==> src/rtl/dm_access_arbiter_pkg.sv <==
// Shared definitions for the data-memory access arbiter.
//   MEM_W / MEM_H / MEM_B : CPU access-size encodings on cpu_size
//   dm_state_e            : arbiter FSM states (IDLE, CPU owns memory, DMA owns memory)
//   FAIR_W                : width of the fairness counter (FAIR_LIMIT must fit)
//   word_addr()           : byte address -> word-aligned memory address
package dm_access_arbiter_pkg;

    localparam logic [1:0] MEM_W = 2'b00;
    localparam logic [1:0] MEM_H = 2'b01;
    localparam logic [1:0] MEM_B = 2'b10;

    localparam int FAIR_W = 8;

    typedef enum logic [1:0] {
        DMA_IDLE = 2'b00,
        DMA_CPU  = 2'b01,
        DMA_DMA  = 2'b10
    } dm_state_e;

    function automatic logic [31:0] word_addr(input logic [31:0] byte_addr);
        return byte_addr & 32'hFFFF_FFFC;
    endfunction

endpackage

==> src/rtl/dm_access_arbiter_lane_gen.sv <==
// dm_lane_gen: purely combinational lane steering for CPU accesses.
//   size       in  2   MEM_W / MEM_H / MEM_B
//   addr_lo    in  2   byte offset within the word
//   wdata      in  32  store data, low bytes significant for h/b
//   we         in  1   1 = store
//   be         out 4   byte enables (0000 for loads)
//   lane_wdata out 32  store data replicated across all lanes of its width
//   misaligned out 1   word not on a 4-byte boundary or half on an odd byte
module dm_lane_gen
    import dm_access_arbiter_pkg::*;
(
    input  logic [1:0]  size,
    input  logic [1:0]  addr_lo,
    input  logic [31:0] wdata,
    input  logic        we,
    output logic [3:0]  be,
    output logic [31:0] lane_wdata,
    output logic        misaligned
);

    logic [3:0] be_raw;

    always_comb begin
        be_raw     = 4'b1111;
        lane_wdata = wdata;
        misaligned = 1'b0;
        case (size)
            MEM_B: begin
                be_raw     = 4'b0001 << addr_lo;
                lane_wdata = {4{wdata[7:0]}};
            end
            MEM_H: begin
                be_raw     = addr_lo[1] ? 4'b1100 : 4'b0011;
                lane_wdata = {2{wdata[15:0]}};
                misaligned = addr_lo[0];
            end
            // MEM_W and the unused encoding are both treated as a word access.
            default: begin
                be_raw     = 4'b1111;
                lane_wdata = wdata;
                misaligned = |addr_lo;
            end
        endcase
        be = we ? be_raw : 4'b0000;
    end

endmodule

==> src/rtl/dm_access_arbiter.sv <==
// dm_access_arbiter: owns the single-port data memory and shares it between the
// M-stage load/store port and a word-only DMA/debug port.
//   clk, reset                 clock and synchronous active-high reset
//   cpu_req/we/size/addr/wdata M-stage access, held until cpu_stall drops
//   cpu_stall, cpu_rdata       pipeline freeze and raw read word
//   cpu_addr_err               misaligned CPU access (no memory access made)
//   dma_req/we/addr/wdata      DMA word access, held until dma_done
//   dma_done, dma_rdata        1-cycle completion pulse and latched read word
//   mem_en/be/addr/wdata       memory request, held until mem_ready
//   mem_rdata, mem_ready       memory response
//   dbg_state, dbg_fair_cnt    FSM state and fairness counter for observation
//
// Handshakes: a requester raises its req with stable payload and keeps it
// until completion (cpu: cycle with cpu_stall=0; dma: dma_done pulse). Toward
// memory, mem_en is the valid and mem_ready the ready; the transfer happens in
// the cycle both are high, and mem_ready may arrive in the first mem_en cycle.
// After every completion the FSM spends at least one cycle in IDLE.
module dm_access_arbiter
    import dm_access_arbiter_pkg::*;
#(
    parameter int FAIR_LIMIT = 4
) (
    input  logic              clk,
    input  logic              reset,
    input  logic              cpu_req,
    input  logic              cpu_we,
    input  logic [1:0]        cpu_size,
    input  logic [31:0]       cpu_addr,
    input  logic [31:0]       cpu_wdata,
    output logic              cpu_stall,
    output logic [31:0]       cpu_rdata,
    output logic              cpu_addr_err,
    input  logic              dma_req,
    input  logic              dma_we,
    input  logic [31:0]       dma_addr,
    input  logic [31:0]       dma_wdata,
    output logic              dma_done,
    output logic [31:0]       dma_rdata,
    output logic              mem_en,
    output logic [3:0]        mem_be,
    output logic [31:0]       mem_addr,
    output logic [31:0]       mem_wdata,
    input  logic [31:0]       mem_rdata,
    input  logic              mem_ready,
    output logic [1:0]        dbg_state,
    output logic [FAIR_W-1:0] dbg_fair_cnt
);

    localparam logic [FAIR_W-1:0] FAIR_MAX = FAIR_W'(FAIR_LIMIT);

    dm_state_e         state, state_n;
    logic [FAIR_W-1:0] fair_cnt;

    logic [3:0]  lane_be;
    logic [31:0] lane_wdata;
    logic        lane_misaligned;
    logic        cpu_ok;
    logic        grant_cpu;
    logic        grant_dma;

    dm_lane_gen u_lane_gen (
        .size       (cpu_size),
        .addr_lo    (cpu_addr[1:0]),
        .wdata      (cpu_wdata),
        .we         (cpu_we),
        .be         (lane_be),
        .lane_wdata (lane_wdata),
        .misaligned (lane_misaligned)
    );

    // Error and stall are pure functions of the current request and state so
    // the pipeline sees them in the same cycle the access is presented.
    assign cpu_addr_err = cpu_req & lane_misaligned;
    assign cpu_ok       = cpu_req & ~lane_misaligned;
    assign cpu_stall    = cpu_ok & ~((state == DMA_CPU) & mem_ready);
    assign cpu_rdata    = mem_rdata;

    assign dbg_state    = state;
    assign dbg_fair_cnt = fair_cnt;

    // Next-state and grant decision. The CPU wins a tie unless it has
    // already taken FAIR_LIMIT grants while the DMA was waiting.
    always_comb begin
        state_n   = state;
        grant_cpu = 1'b0;
        grant_dma = 1'b0;
        case (state)
            DMA_IDLE: begin
                if (dma_req && (!cpu_ok || fair_cnt == FAIR_MAX)) begin
                    grant_dma = 1'b1;
                    state_n   = DMA_DMA;
                end else if (cpu_ok) begin
                    grant_cpu = 1'b1;
                    state_n   = DMA_CPU;
                end
            end
            DMA_CPU, DMA_DMA: begin
                if (mem_ready) begin
                    state_n = DMA_IDLE;
                end
            end
            default: state_n = DMA_IDLE;
        endcase
    end

    always_ff @(posedge clk) begin
        if (reset) begin
            state <= DMA_IDLE;
        end else begin
            state <= state_n;
        end
    end

    // Memory request registers and DMA result. A reset while busy abandons the
    // access: mem_en drops at that edge and any late mem_ready is ignored
    // because the FSM is back in IDLE.
    always_ff @(posedge clk) begin
        if (reset) begin
            mem_en    <= 1'b0;
            mem_be    <= 4'b0000;
            mem_addr  <= 32'h0;
            mem_wdata <= 32'h0;
            dma_done  <= 1'b0;
            dma_rdata <= 32'h0;
        end else begin
            dma_done <= 1'b0;
            case (state)
                DMA_IDLE: begin
                    if (grant_dma) begin
                        mem_en    <= 1'b1;
                        mem_addr  <= word_addr(dma_addr);
                        mem_be    <= dma_we ? 4'b1111 : 4'b0000;
                        mem_wdata <= dma_wdata;
                    end else if (grant_cpu) begin
                        mem_en    <= 1'b1;
                        mem_addr  <= word_addr(cpu_addr);
                        mem_be    <= lane_be;
                        mem_wdata <= lane_wdata;
                    end
                end
                DMA_CPU: begin
                    if (mem_ready) begin
                        mem_en <= 1'b0;
                    end
                end
                DMA_DMA: begin
                    if (mem_ready) begin
                        mem_en    <= 1'b0;
                        dma_done  <= 1'b1;
                        dma_rdata <= mem_rdata;
                    end
                end
                default: mem_en <= 1'b0;
            endcase
        end
    end

    // Fairness counter: counts CPU grants that overtook a waiting DMA request.
    always_ff @(posedge clk) begin
        if (reset) begin
            fair_cnt <= '0;
        end else if (!dma_req || grant_dma) begin
            fair_cnt <= '0;
        end else if (grant_cpu && fair_cnt != FAIR_MAX) begin
            fair_cnt <= fair_cnt + 1'b1;
        end
    end

endmodule

==> config.mk <==
export PLATFORM = sky130hd
export DESIGN_NAME = dm_access_arbiter
export DESIGN_NICKNAME = d
export VERILOG_FILES = /design/src/rtl/dm_access_arbiter_pkg.sv /design/src/rtl/dm_access_arbiter_lane_gen.sv /design/src/rtl/dm_access_arbiter.sv
export SDC_FILE = /design/constraint.sdc
export NUM_CORES = 1
export LEC_CHECK = 0
export BUFFER_PORTS_ARGS = -buffer_cell sky130_fd_sc_hd__buf_2
export CORE_AREA = 4 4 121 123
export CTS_BUF_LIST = sky130_fd_sc_hd__clkbuf_4
export CTS_CLUSTER_DIAMETER = 150
export CTS_CLUSTER_SIZE = 14
export DETAILED_ROUTE_END_ITERATION = 10
export DIE_AREA = 0 0 125 127
export PLACE_DENSITY_LB_ADDON = 0.08
export SYNTH_ARGS = -nofsm -noshare
export SYNTH_HDL_FRONTEND = slang
export SYNTH_SLANG_ARGS = --single-unit
==> constraint.sdc <==
create_clock -name clk -period 2.7 [get_ports clk]
set_clock_uncertainty 0.15 [all_clocks]
set_input_delay 0.27 -clock clk [delete_from_list [all_inputs] [get_ports clk]]
set_output_delay 0.27 -clock clk [all_outputs]
set_load 0.005 [all_outputs]
Yosys cells after proc, flatten, opt, wreduce, memory -nomap -nowiden
Index checks and enable logic that the tools add are counted.
{"block": "totals", "elab_cells": 68, "register_bits": 112, "inputBits": 169, "out_inout_bits": 146}
{"block": "classes", "muxes": 26, "n_bitwise": 7, "reduce_logical": 16, "n_shift": 1, "add_sub_neg": 1, "n_eq_ne": 9}
{"cell": "two-way mux 32 bit", "count": 4}
{"cell": "case mux 32 bit (2 select lines)", "count": 1}
{"cell": "two-way mux 4 bit", "count": 5}
{"cell": "two-way mux 1 bit", "count": 9}
{"cell": "adder 8 x 1 -> 8 bit, second input constant", "count": 1}
{"cell": "equality test 8 x 3 -> 1 bit, second input constant", "count": 1}
{"cell": "inequality test 8 x 3 -> 1 bit, second input constant", "count": 1}
{"cell": "case mux 4 bit (2 select lines)", "count": 1}
{"cell": "AND reduction 2 bit", "count": 4}
{"cell": "OR reduction 2 bit", "count": 4}
{"cell": "two-way mux 2 bit", "count": 3}
{"cell": "inequality test 3 bit, second input constant", "count": 2}
{"cell": "bitwise AND 1 bit", "count": 4}
{"cell": "equality test 2 x 1 -> 1 bit, second input constant", "count": 2}
{"cell": "equality test 2 bit, second input constant", "count": 2}
{"cell": "case mux 1 bit (2 select lines)", "count": 2}
{"cell": "case mux 2 bit (2 select lines)", "count": 1}
{"cell": "<< shifter 1 x 2 -> 4 bit, first input constant", "count": 1}
{"cell": "inverter 1 bit", "count": 3}
{"cell": "logical AND 1 bit", "count": 2}
{"cell": "zero test 1 bit", "count": 2}
{"cell": "zero test 2 bit", "count": 1}
{"cell": "logical OR 1 bit", "count": 2}
{"cell": "inequality test 2 x 1 -> 1 bit, second input constant", "count": 1}
{"cell": "nonzero test 2 bit", "count": 1}

Logic depth before layout (Yosys ltp)
Gate-level depths: netlist of the first run.
{"block": "depth", "word_depth": 12, "mapped_depth": 9, "mapped_depth_nobuf": 7}

Hierarchy
A second synthesis of the first run with hierarchy kept.
{"block": "unflattened", "hier_cells": 587, "hier_area_um2": 5506.5}
{"mod": "dm_access_arbiter", "area_each_um2": 4923.5, "seq_area_each_um2": 2202.1, "cells_each": 493, "n_inst": 1}
{"mod": "dm_lane_gen", "area_each_um2": 583.1, "seq_area_each_um2": 0.0, "cells_each": 94, "n_inst": 1}

Worst setup path after synthesis of the first run
OpenSTA, ideal clock, no wires.
{"block": "synth_path", "path_kind": "in2reg", "from": "in cpu_size[0]", "to": "reg mem_wdata[10]", "setup_slack_ps": 749, "cell_stages": 8, "n_path_buf": 1, "arrival_time_ps": 1661, "setup_ps": 140, "cell_sequence": "inv_1 > ha_1 > a21oi_2 > o21a_2 > o211ai_4 > buf_8 > a221oi_1 > nor4_2"}
{"block": "synth_via", "elab_chain_len": 11, "word_cells_on_any_way": 18}
{"element": "start: declaration", "line_no": "dm_access_arbiter.sv:27", "rtl": "input logic [1:0] cpu_size,"}
{"element": "equality test 2 x 1 -> 1 bit / equality test 2 bit (equally long branches)", "line_no": "dm_access_arbiter_lane_gen.sv:27", "rtl": "case (size)"}
{"element": "case mux 1 bit (2 select lines)", "line_no": "dm_access_arbiter_lane_gen.sv:27"}
{"element": "inverter 1 bit", "line_no": "dm_access_arbiter.sv:74", "rtl": "assign cpu_ok = cpu_req & ~lane_misaligned;"}
{"element": "bitwise AND 1 bit", "line_no": "dm_access_arbiter.sv:74"}
{"element": "zero test 1 bit", "line_no": "dm_access_arbiter.sv:89", "rtl": "if (dma_req && (!cpu_ok || fair_cnt == FAIR_MAX)) begin"}
{"element": "logical OR 1 bit", "line_no": "dm_access_arbiter.sv:89"}
{"element": "logical AND 1 bit", "line_no": "dm_access_arbiter.sv:89"}
{"element": "two-way mux 1 bit", "line_no": "dm_access_arbiter.sv:89"}
{"element": "two-way mux 1 bit", "line_no": "dm_access_arbiter.sv:87", "rtl": "case (state)"}
{"element": "nonzero test 2 bit (no source line)"}
{"element": "AND reduction 2 bit (no source line)"}
{"element": "end signal: assignment", "line_no": "dm_access_arbiter.sv:133", "rtl": "mem_wdata <= dma_wdata;"}
{"element": "end signal: assignment", "line_no": "dm_access_arbiter.sv:138", "rtl": "mem_wdata <= lane_wdata;"}
{"element": "end: declaration", "line_no": "dm_access_arbiter.sv:42", "rtl": "output logic [31:0] mem_wdata,"}
Parallel ways exist; a longest one is shown, timed or not. The select of a mux whose other input is x is not followed.
A chain may end at the register's enable or synchronous reset.

Final worst setup path of the first run
{"block": "layout_path", "from": "reg fair_cnt[0] (netlist: dbg_fair_cnt[0])", "to": "reg mem_addr[26]"}
{"block": "layout_via", "elab_chain_len": 7, "word_cells_on_any_way": 10}
{"element": "start: declaration", "line_no": "dm_access_arbiter.sv:52", "rtl": "logic [FAIR_W-1:0] fair_cnt;"}
{"element": "start signal: assignment", "line_no": "dm_access_arbiter.sv:165", "rtl": "fair_cnt <= fair_cnt + 1'b1;"}
{"element": "equality test 8 x 3 -> 1 bit (*)", "line_no": "dm_access_arbiter.sv:89"}
{"element": "logical OR 1 bit (*)", "line_no": "dm_access_arbiter.sv:89"}
{"element": "logical AND 1 bit (*)", "line_no": "dm_access_arbiter.sv:89"}
{"element": "two-way mux 1 bit", "line_no": "dm_access_arbiter.sv:89"}
{"element": "two-way mux 1 bit", "line_no": "dm_access_arbiter.sv:87"}
{"element": "nonzero test 2 bit (no source line)"}
{"element": "AND reduction 2 bit (no source line)"}
{"element": "end signal: assignment", "line_no": "dm_access_arbiter.sv:131", "rtl": "mem_addr <= word_addr(dma_addr);"}
{"element": "end signal: assignment", "line_no": "dm_access_arbiter.sv:136", "rtl": "mem_addr <= word_addr(cpu_addr);"}
{"element": "end: declaration", "line_no": "dm_access_arbiter.sv:41", "rtl": "output logic [31:0] mem_addr,"}
Every way passes the cells marked *; elsewhere a longest branch is shown, timed or not.

==> impl_metrics.csv, run 1 <==
group,metric,value,unit
status,status,"finished clean",
synth,avgSynthCellArea,8.56,sq um
die,ioPinCount,315,
die,dieArea,15900,sq um
worst_setup_path,reg2reg_to,"mem_addr[26]",
detailed_routing,via_per_inst,5.05,
cts,insertion_delay,0.45,ns
power_and_ir_drop,irDropWorstVdd,0.000201,V
global_routing,grt.met2_usage,39.3,%
worst_setup_path,worstSetupEndpointType,"flip-flop",
synth,synth_compound_area_share,18.2,%
synth,synth_top_family_by_area,"simple AND/OR/NAND/NOR gates",
sta,finalSetupViolCount,0,
global_routing,grt_usage,23.3,%
worst_setup_path,cp_max_fo,24,
synth,synth_simple_gate_area_share,26.6,%
synth,ys_seq_elements,110,
sta,whs,0.0535,ns
die,start_util,39.1,%
sta,maxSlewViolCount,0,
sta,max_freq,0.412,GHz
synth,synthesis.area,5350,sq um
worst_setup_path,crit_end,"mem_addr[26]",
global_routing,grt_pass1_vias,6097,
placement,gp_congestion,0.871,
cells_and_area,layout.nets,1197,
cts,cts_tree,"done",
sta,setup_tns,0,ns
synth,yosys.area.top_type,"dfxtp_1",
global_routing,grt_util_met1,27.6,%
placement,port_buffers,310,
worst_setup_path,startpoint,"dbg_fair_cnt[0]",
placement,dpl.hpwl,13.0,mm
synth,synth_cell_types,53,
synth,async_flop_share,0,%
global_routing,grt_util_met3,5.18,%
detailed_routing,drc,0,
sta,grt_setup_unrepaired,"no",
worst_setup_path,criticalPathCategory,"flip-flop to flip-flop",
worst_setup_path,worstPathArrival,2.66,ns
worst_setup_path,r2r-start,"dbg_fair_cnt[0]",
detailed_routing,drt-initial-drc-count,294,
worst_setup_path,worstSetupStartpointType,"flip-flop",
cts,root_buffer,"clkbuf_4",
worst_setup_path,ff2ff_setup_slack,0.27,ns
cts,htree_levels,3,
cts,cts.path.max_buffers,2,
flow_run,cap_violations,0,
cells_and_area,areaGrowthSynthToFinish,55.6,%
die,fp.dieH,127,um
detailed_routing,firstDrtPassIters,5,
power_and_ir_drop,power_leakage,0.00380,uW
synth,synth_mux_area_share,0.187,%
synth,seq_area_frac_synth,41.2,%
synth,synthTopCellsByArea,"dfxtp_1 41%, nor3_2 10%, o22ai_1 6.2%",
synth,netlist.area_leader.share,41.2,%
synth,synth_fa_ha_area_share,1.64,%
die,rows,43,
sta,tightest_slew,1.13,ns
detailed_routing,ant_nets,0,
global_routing,grt_start_max_net_pins,54,
worst_setup_path,cp.required,2.93,ns
sta,slew_headroom,24.6,%
synth,synth-warning-count,0,
global_routing,antenna_found_initial,0,
synth,postSynthCellCount,625,
cells_and_area,nFillCells,1196,
synth,ys_dominant_reg_cell,"dfxtp_1",
synth,synth-xor-area-share,1.15,%
cells_and_area,drive_above_1_share,40.2,%
cells_and_area,final_common_cell,"buf_2",
die,die_w,125,um
worst_hold_path,hold_path_class,"primary input to flip-flop",
global_routing,top_usage_layer,"met2",
sta,hold_viol,0,
worst_setup_path,rr_worst_depth,8,
die,core,13700,sq um
synth,synth_edf_count,0,
cts,path_clk_slew,0.16,ns
detailed_routing,drt-total-wl,19.5,mm
sta,post-route-period-util,89.9,%
cts,cts_buffers,9,
cts,cts.sinks,110,
cells_and_area,layout_common_cells,"309 x buf_2, 145 x dlygate4sd3_1, 110 x dfxtp_1",
global_routing,grt_pass1_wl,30.3,mm
power_and_ir_drop,power-per-cell-area,481,nW/um^2
detailed_routing,post_drt_wl_per_cell,16.2,um
power_and_ir_drop,p_total,4010,uW
detailed_routing,vias,6090,
sta,post-route-min-period,2.43,ns
cells_and_area,antenna_cells,0,
global_routing,grt_overflow,0,
-- what timing repair did --
item,in CTS,in global routing
setup endpoints to repair,0,0
hold buffers,144,1
gates resized for setup,0,0
endpoints found under the hold margin,99,1
buffers inserted,0,0
-- cell type report --
cell class | count | area (sq um) | area share, %
repair buffers | 468 | 3170 | 38.1
multi-input cells | 424 | 2580 | 31.0
flip-flops and latches | 110 | 2200 | 26.5
well taps | 180 | 225 | 2.71
clock buffers | 11 | 82.6 | 0.993
clock inverters | 5 | 35.0 | 0.421
inverters | 8 | 30.0 | 0.361
-- logic make-up (layout without fill, tap and decap cells) --
group	after synthesis	after routing
other	1	2
DFF	110	110
and+or+nand+nor	255	255
xor gates and xnor gates	7	7
buffers and inverters	92	492
AOI/OAI and AO/OA	152	152
muxes	1	1
adders and majority gates	7	7
-- through the flow --
step | utilization (%) | std cells | setup WS [ns] | area (sq um)
after floorplan | - | 626 | 0.749 | 5350
after global placement | 49.4 | 1045 | 0.312 | 6750
after detailed placement | 49.4 | 1045 | 0.270 | 6750
after CTS | 60.8 | 1205 | 0.246 | 8310
after global routing | 60.9 | 1206 | 0.00797 | 8320
final | 60.9 | 1206 | 0.273 | 8320
-- critical path, stage by stage, from the launching register on --
cell	delay (ns)
dfxtp_1	0.39
inv_1	0.11
ha_1	0.16
nor4b_4	0.23
nand3_2	0.19
o211ai_4	0.63
buf_12	0.25
o22ai_1	0.13
nor3_2	0.11
-- synthesized netlist by cell type, types with 4 or more instances --
library cell  number
ha_1               7
clkbuf_1          24
xor2_1             5
inv_1              8
a22oi_1            8
a211oi_1           4
nor3_2            54
o22ai_1           53
nor2b_1            4
nor4_2             5
nor2_1            87
buf_6              9
buf_4             34
nand3_1            5
o21ai_0           25
buf_2             12
a221oi_1           7
nand2_1           81
o211ai_1           4
dfxtp_1          110
a21oi_1           37
-- power breakdown --
| part | switching [uW] | leakage [uW] | internal, uW |
|---|---|---|---|
| Clock | 540 | 0.0000571 | 211 |
| Combinational | 709 | 0.00283 | 654 |
| Sequential | 89.0 | 0.000905 | 1800 |
-- sequential cells by signal, summed over array words and instances, names as in the netlist --
name and count:
mem_addr 30, dma_rdata 32, dbg_state 2, mem_be 4, mem_wdata 32, mem_en 1
dma_done 1, dbg_fair_cnt 8
-- how the worst min path moves through the flow --
stage / from / to / slack, ns / cells past startpoint
final: cpu_wdata[18] / mem_wdata[18] / 0.05 / 5
after global routing: cpu_wdata[14] / mem_wdata[14] / 0.02 / 3
after CTS: cpu_wdata[18] / mem_wdata[18] / 0.001 / 5
after detailed placement: dma_rdata[17] / dma_rdata[17] / 0.29 / 2
after global placement: dma_rdata[6] / dma_rdata[6] / 0.29 / 2
after floorplan: mem_rdata[0] / dma_rdata[0] / 0.26 / 2
-- per-layer routing --
layer  part of all wire (%)  routed length (um)
met5                      0                   0
met4                    4.7                 925
met3                    7.2                1410
met2                     48                9340
met1                     40                7820
Note: power is estimated with default switching activity, not from simulation.
==> inputs of run 2 (changes only) <==
--- a/config.mk
+++ b/config.mk
@@ -13,6 +13,8 @@
 export DETAILED_ROUTE_END_ITERATION = 10
 export DIE_AREA = 0 0 125 127
 export PLACE_DENSITY_LB_ADDON = 0.08
+export SKIP_CTS_REPAIR_TIMING = 1
 export SYNTH_ARGS = -nofsm -noshare
 export SYNTH_HDL_FRONTEND = slang
+export SYNTH_HIERARCHICAL = 1
 export SYNTH_SLANG_ARGS = --single-unit
==> constraint.sdc (replaced) <==
create_clock -name clk -period 3 [get_ports clk]
set_clock_uncertainty 0.15 [all_clocks]
set_input_delay 0.3 -clock clk [delete_from_list [all_inputs] [get_ports clk]]
set_output_delay 0.3 -clock clk [all_outputs]
set_load 0.005 [all_outputs]
==> run 2 against run 1 <==
Effect of this change: combinational power down 15%; first-iteration DRC count up 54%; register-to-register slack better by 0.06 ns; wire length up 1.8%; maximum frequency down 8.9%; largest cell class unchanged; largest power group unchanged.
==> impl_metrics.csv, run 2 <==
group,metric,value,unit
status,status,"finished clean",
power_and_ir_drop,power.share.switching,31.9,%
sta,finalWorstSetupSlack,0.336,ns
worst_setup_path,worstPathCellList,"inv_1 -> ha_1 -> and3b_1 -> nand2_2 -> o221a_2 -> dlygate4sd3_1",
synth,ys_seq_elements,110,
power_and_ir_drop,p_int,2420,uW
cells_and_area,top_regs,"dma_rdata x32, mem_wdata x32, mem_addr x30",
synth,postSynthCellCount,587,
power_and_ir_drop,p_switching,1130,uW
cts,cts_tree,"done",
sta,maxSlewViolCount,0,
power_and_ir_drop,irDropWorstVdd,0.000165,V
placement,dpl.hpwl,13.6,mm
global_routing,grt_overflow,0,
die,fp.dieH,127,um
die,die_w,125,um
synth,synthTopCellsByArea,"dfxtp_1 40%, o221a_2 8.4%, o21a_1 8.3%",
placement,gp_congestion,0.853,
detailed_routing,post_drt_wl_per_cell,17.3,um
flow_run,cap_violations,0,
die,ioPinCount,315,
die,rows,43,
worst_setup_path,worstSetupStartpointType,"flip-flop",
global_routing,grt_pass1_vias,4927,
worst_setup_path,ff2ff_setup_slack,0.34,ns
sta,post-route-min-period,2.66,ns
placement,pre_cts_ws,0.436,ns
detailed_routing,vias,5856,
worst_setup_path,cp.required,3.22,ns
sta,tightest_slew,0.533,ns
cells_and_area,drive_above_1_share,40.5,%
detailed_routing,via_per_inst,5.12,
power_and_ir_drop,clkPwrFrac,19.3,%
global_routing,grt_pass1_wl,27.2,mm
cts,htree_levels,3,
power_and_ir_drop,power.share.combinational,32.8,%
cells_and_area,areaGrowthSynthToFinish,47.4,%
sta,max_freq,0.375,GHz
synth,synth_most_common_cell,"dfxtp_1",
cts,insertion_delay,0.47,ns
placement,port_buffers,310,
synth,seq_area_frac_synth,40.0,%
detailed_routing,drt-initial-drc-count,452,
sta,hold_viol,0,
die,start_util,40.3,%
cts,path_clk_slew,0.16,ns
global_routing,antenna_found_initial,1,
cts,cts.path.max_buffers,2,
cts,cts_buffers,9,
synth,synth_cell_types,51,
die,core,13700,sq um
sta,grt_setup_unrepaired,"no",
sta,post-route-period-util,88.8,%
synth,synth_common_cells,"110 x dfxtp_1, 88 x nand2_1, 61 x o21a_1, 47 x buf_4, 45 x a21oi_1",
cells_and_area,final_common_cell,"buf_2",
worst_setup_path,worstSetupEndpointType,"flip-flop",
cells_and_area,layout.nets,1136,
synth,synthesis.area,5510,sq um
sta,finalSetupViolCount,0,
sta,setup_tns,0,ns
worst_setup_path,worstPathArrival,2.89,ns
power_and_ir_drop,power_leakage,0.00374,uW
cts,root_buffer,"clkbuf_4",
worst_hold_path,hold_path_class,"primary input to flip-flop",
detailed_routing,ant_nets,0,
cts,cts.sinks,110,
cells_and_area,antenna_cells,0,
synth,yosys.area.top_type,"dfxtp_1",
detailed_routing,drt-total-wl,19.8,mm
detailed_routing,firstDrtPassIters,5,
synth,synth_edf_count,0,
sta,slew_headroom,64.5,%
detailed_routing,drc,0,
power_and_ir_drop,power-per-cell-area,438,nW/um^2
synth,ys_dominant_reg_cell,"dfxtp_1",
synth,synth-warning-count,6,
synth,async_flop_share,0,%
cells_and_area,layout_common_cells,"310 x buf_2, 130 x dlygate4sd3_1, 110 x dfxtp_1",
worst_setup_path,criticalPathCategory,"flip-flop to flip-flop",
worst_setup_path,cp_max_fo,21,
worst_setup_path,critical_path.slowest_cell,"dlygate4sd3_1",
die,dieArea,15900,sq um
global_routing,grt_start_max_net_pins,46,
worst_setup_path,slowest_delay,0.56,ns
global_routing,grt_usage,21.2,%
synth,netlist.area_leader.share,40.0,%
synth,avgSynthCellArea,9.38,sq um
power_and_ir_drop,seqPwrFrac,47.9,%
[run 2: critical path: cells and delay by family (launching register included)]
kind | cells | cell delay (ns)
AOI/OAI and AO/OA | 1 | 0.40
adders and majority gates | 1 | 0.30
buffers and inverters | 2 | 0.64
DFF | 1 | 0.37
and+or+nand+nor | 2 | 0.69
[run 2: metrics by stage]
step	hold WS, ns	cells	area (sq um)	power [uW]	util [%]
finish	0.0268	1144	8110	3550	59.4
CTS	-0.145	1014	6810	3400	49.9
global placement	0.288	998	6700	2700	49.0
detailed placement	0.294	998	6700	2710	49.0
floorplan	0.286	588	5510	2350	-
global route	0.000895	1144	8110	3750	59.4
[run 2: cell type report]
type,instances,area [sq um]
fillers,1214,5550
repair buffers,451,2970
multi-input cells,375,2560
flip-flops and latches,110,2200
well taps,180,225
clock buffers,10,75.1
inverters,12,45.0
clock inverters,6,37.5
[run 2: path summary, 6_finish.rpt]
check | endpoint | start | depth (start not counted)
max reg2reg | mem_addr[13] | dbg_state[0] | 6
max | mem_addr[13] | dbg_state[0] | 6
min reg2reg | dma_rdata[19] | dma_rdata[19] | 2
min | mem_wdata[21] | dma_wdata[21] | 3
[run 2: power groups by stage]
stage,registers (uW),logic (uW),clock network [uW]
2_1_floorplan,1740,606,0
3_3_place_gp,1730,972,0
3_5_place_dp,1730,983,0
4_1_cts,1700,987,720
5_1_grt,1720,1260,767
6_report,1700,1160,686
[run 2: per-layer routing]
metal | GRT usage [%] | up-vias | routed length, um
met2 | 35.3 | 272 | 9850
li1 | - | 2825 | -
met3 | 5.81 | 34 | 1330
met4 | 7.84 | 2 | 449
met1 | 26.4 | 2723 | 8190
met5 | 0 | - | 13
[run 2: cell families (layout without fill, tap and decap cells)]
| logic type | count (synthesis) | after routing | share of synthesized area (%) |
|---|---|---|---|
| and+or+nand+nor | 129 | 129 | 10.9 |
| xor gates and xnor gates | 6 | 6 | 0.954 |
| buffers and inverters | 103 | 479 | 13.8 |
| AOI/OAI and AO/OA | 229 | 229 | 32.3 |
| muxes | 1 | 1 | 0.204 |
| other | 1 | 2 | 0.0681 |
| DFF | 110 | 110 | 40.0 |
| adders and majority gates | 8 | 8 | 1.82 |
==> inputs of run 3 (changes only) <==
--- a/config.mk
+++ b/config.mk
@@ -6,12 +6,12 @@
 export NUM_CORES = 1
 export LEC_CHECK = 0
 export BUFFER_PORTS_ARGS = -buffer_cell sky130_fd_sc_hd__buf_2
-export CORE_AREA = 4 4 121 123
+export CORE_MARGIN = 4
+export CORE_UTILIZATION = 30
 export CTS_BUF_LIST = sky130_fd_sc_hd__clkbuf_4
 export CTS_CLUSTER_DIAMETER = 150
 export CTS_CLUSTER_SIZE = 14
 export DETAILED_ROUTE_END_ITERATION = 10
-export DIE_AREA = 0 0 125 127
 export PLACE_DENSITY_LB_ADDON = 0.08
 export SKIP_CTS_REPAIR_TIMING = 1
 export SYNTH_ARGS = -nofsm -noshare
==> run 3 against run 2 <==
Effect of this change: non-clock buffer count grew 1; maximum frequency increased by 9.0%; sequential power is essentially flat; clock power increased by 10%; utilization shrank 14 points; critical path depth grew 1; sequential share of layout area decreased by 0.34 points; clock-buffer cell count shrank 1; via count decreased by 0.79%; combinational power down 3%; die area rose by 30%; critical path type unchanged; largest power group unchanged; highest routed layer unchanged.
==> impl_metrics.csv, run 3 (same netlist as run 2, synthesis figures left out) <==
group,metric,value,unit
power_and_ir_drop,power-per-cell-area,436,nW/um^2
power_and_ir_drop,seqPwrFrac,47.5,%
power_and_ir_drop,p_int,2450,uW
sta,maxSlewViolCount,0,
die,rows,49,
die,core,18000,sq um
detailed_routing,vias,5810,
worst_setup_path,ff2ff_setup_slack,0.56,ns
global_routing,grt_start_max_net_pins,67,
power_and_ir_drop,p_switching,1130,uW
global_routing,grt_pass1_wl,27.4,mm
cells_and_area,fin_area,8220,sq um
worst_setup_path,cp.required,3.26,ns
sta,tightest_slew,0.757,ns
detailed_routing,via_per_inst,4.85,
flow_run,cap_violations,0,
worst_setup_path,criticalPathCategory,"flip-flop to flip-flop",
global_routing,antenna_found_initial,2,
die,ioPinCount,315,
detailed_routing,firstDrtPassIters,6,
sta,slew_headroom,49.5,%
cts,cts_buffers,9,
detailed_routing,post_drt_wl_per_cell,16.8,um
cells_and_area,areaGrowthSynthToFinish,49.2,%
worst_setup_path,worstPathCellList,"inv_1 -> ha_1 -> nor4b_4 -> nand3_1 -> nand2_2 -> buf_4 -> o221a_1",
cells_and_area,layout.nets,1137,
sta,whs,0.0377,ns
power_and_ir_drop,clkPwrFrac,21.1,%
cts,cts.path.max_buffers,2,
worst_setup_path,worstSetupEndpointType,"flip-flop",
die,start_util,30.5,%
detailed_routing,drc,0,
cts,cts_tree,"done",
worst_setup_path,crit_buf_inv,2,
power_and_ir_drop,power.share.switching,31.5,%
cells_and_area,layout_common_cells,"310 x buf_2, 133 x dlygate4sd3_1, 110 x dfxtp_1",
worst_setup_path,worstSetupStartpointType,"flip-flop",
cts,path_clk_slew,0.17,ns
cts,insertion_delay,0.48,ns
sta,max_freq,0.409,GHz
power_and_ir_drop,irDropWorstVdd,0.000232,V
global_routing,grt_usage,16.8,%
worst_hold_path,hold_path_class,"primary input to flip-flop",
die,die_w,143,um
placement,postPlaceCellArea,6750,sq um
sta,grt_setup_unrepaired,"no",
status,status,"finished clean",
cells_and_area,drive_above_1_share,40.1,%
worst_setup_path,crit_family,"buffers and inverters",
global_routing,grt_overflow,0,
placement,port_buffers,310,
worst_setup_path,worstPathArrival,2.71,ns
detailed_routing,ant_nets,0,
detailed_routing,drt-total-wl,20.1,mm
placement,gp_congestion,0.786,
cts,root_buffer,"clkbuf_4",
sta,post-route-min-period,2.44,ns
global_routing,grt_pass1_vias,5127,
detailed_routing,drt-initial-drc-count,240,
cells_and_area,final_util,45.6,%
cts,htree_levels,3,
worst_setup_path,cp_max_fo,61,
power_and_ir_drop,power_leakage,0.00372,uW
worst_setup_path,slowest_delay,0.58,ns
cells_and_area,top_regs,"dma_rdata x32, mem_wdata x32, mem_addr x30",
placement,dpl.hpwl,13.8,mm
die,fp.dieH,143,um
sta,hold_viol,0,
sta,setup_tns,0,ns
cts,cts.sinks,110,
sta,post-route-period-util,81.5,%
sta,finalSetupViolCount,0,
die,dieArea,20600,sq um
worst_setup_path,critical_path.slowest_cell,"buf_4",
cells_and_area,final_common_cell,"buf_2",
power_and_ir_drop,power.share.combinational,31.4,%
cells_and_area,nFillCells,1813,
==> run 3: power by group through the flow <==
stage               combinational [uW]  sequential, uW  clock [uW]
floorplan                          606            1740           0
global placement                   966            1720           0
detailed placement                 980            1730           0
CTS                                985            1700         821
global route                      1230            1720         863
finish                            1120            1700         758
==> run 3: layout make-up <==
cell class	count	area [sq um]	area share [%]
repair buffers	452	2990	36.4
multi-input cells	375	2560	31.1
flip-flops and latches	110	2200	26.8
well taps	229	287	3.49
clock buffers	9	67.6	0.822
clock inverters	6	62.6	0.761
inverters	12	45.0	0.548
diodes	4	10.0	0.122
==> run 3: worst register-to-register path: cells and delay by family, from the launching register on <==
kind / cells / cell delay, ns
buffers and inverters: 2 / 0.66
and+or+nand+nor: 3 / 0.63
adders and majority gates: 1 / 0.14
AOI/OAI and AO/OA: 1 / 0.39
DFF: 1 / 0.41
==> run 3: worst paths after layout <==
| check | start | end | cells after the start |
|---|---|---|---|
| min reg2reg | dma_rdata[1] | dma_rdata[1] | 2 |
| max | dbg_fair_cnt[0] | mem_addr[8] | 7 |
| max reg2reg | dbg_fair_cnt[0] | mem_addr[8] | 7 |
| min | dma_req | dbg_state[1] | 3 |
==> run 3: routing by layer <==
metal	GRT usage, %	wire (um)
met1	20.2	8200
met2	29.1	10100
met4	6.14	397
met3	4.26	1390
met5	0	13
==> run 3: metrics by stage <==
step | power, uW | std cells | setup WS [ns]
final | 3580 | 1197 | 0.556
after global routing | 3810 | 1195 | 0.437
after CTS | 3500 | 1060 | 0.634
after detailed placement | 2710 | 1045 | 0.493
after global placement | 2690 | 1045 | 0.537
after floorplan | 2350 | 588 | 0.575
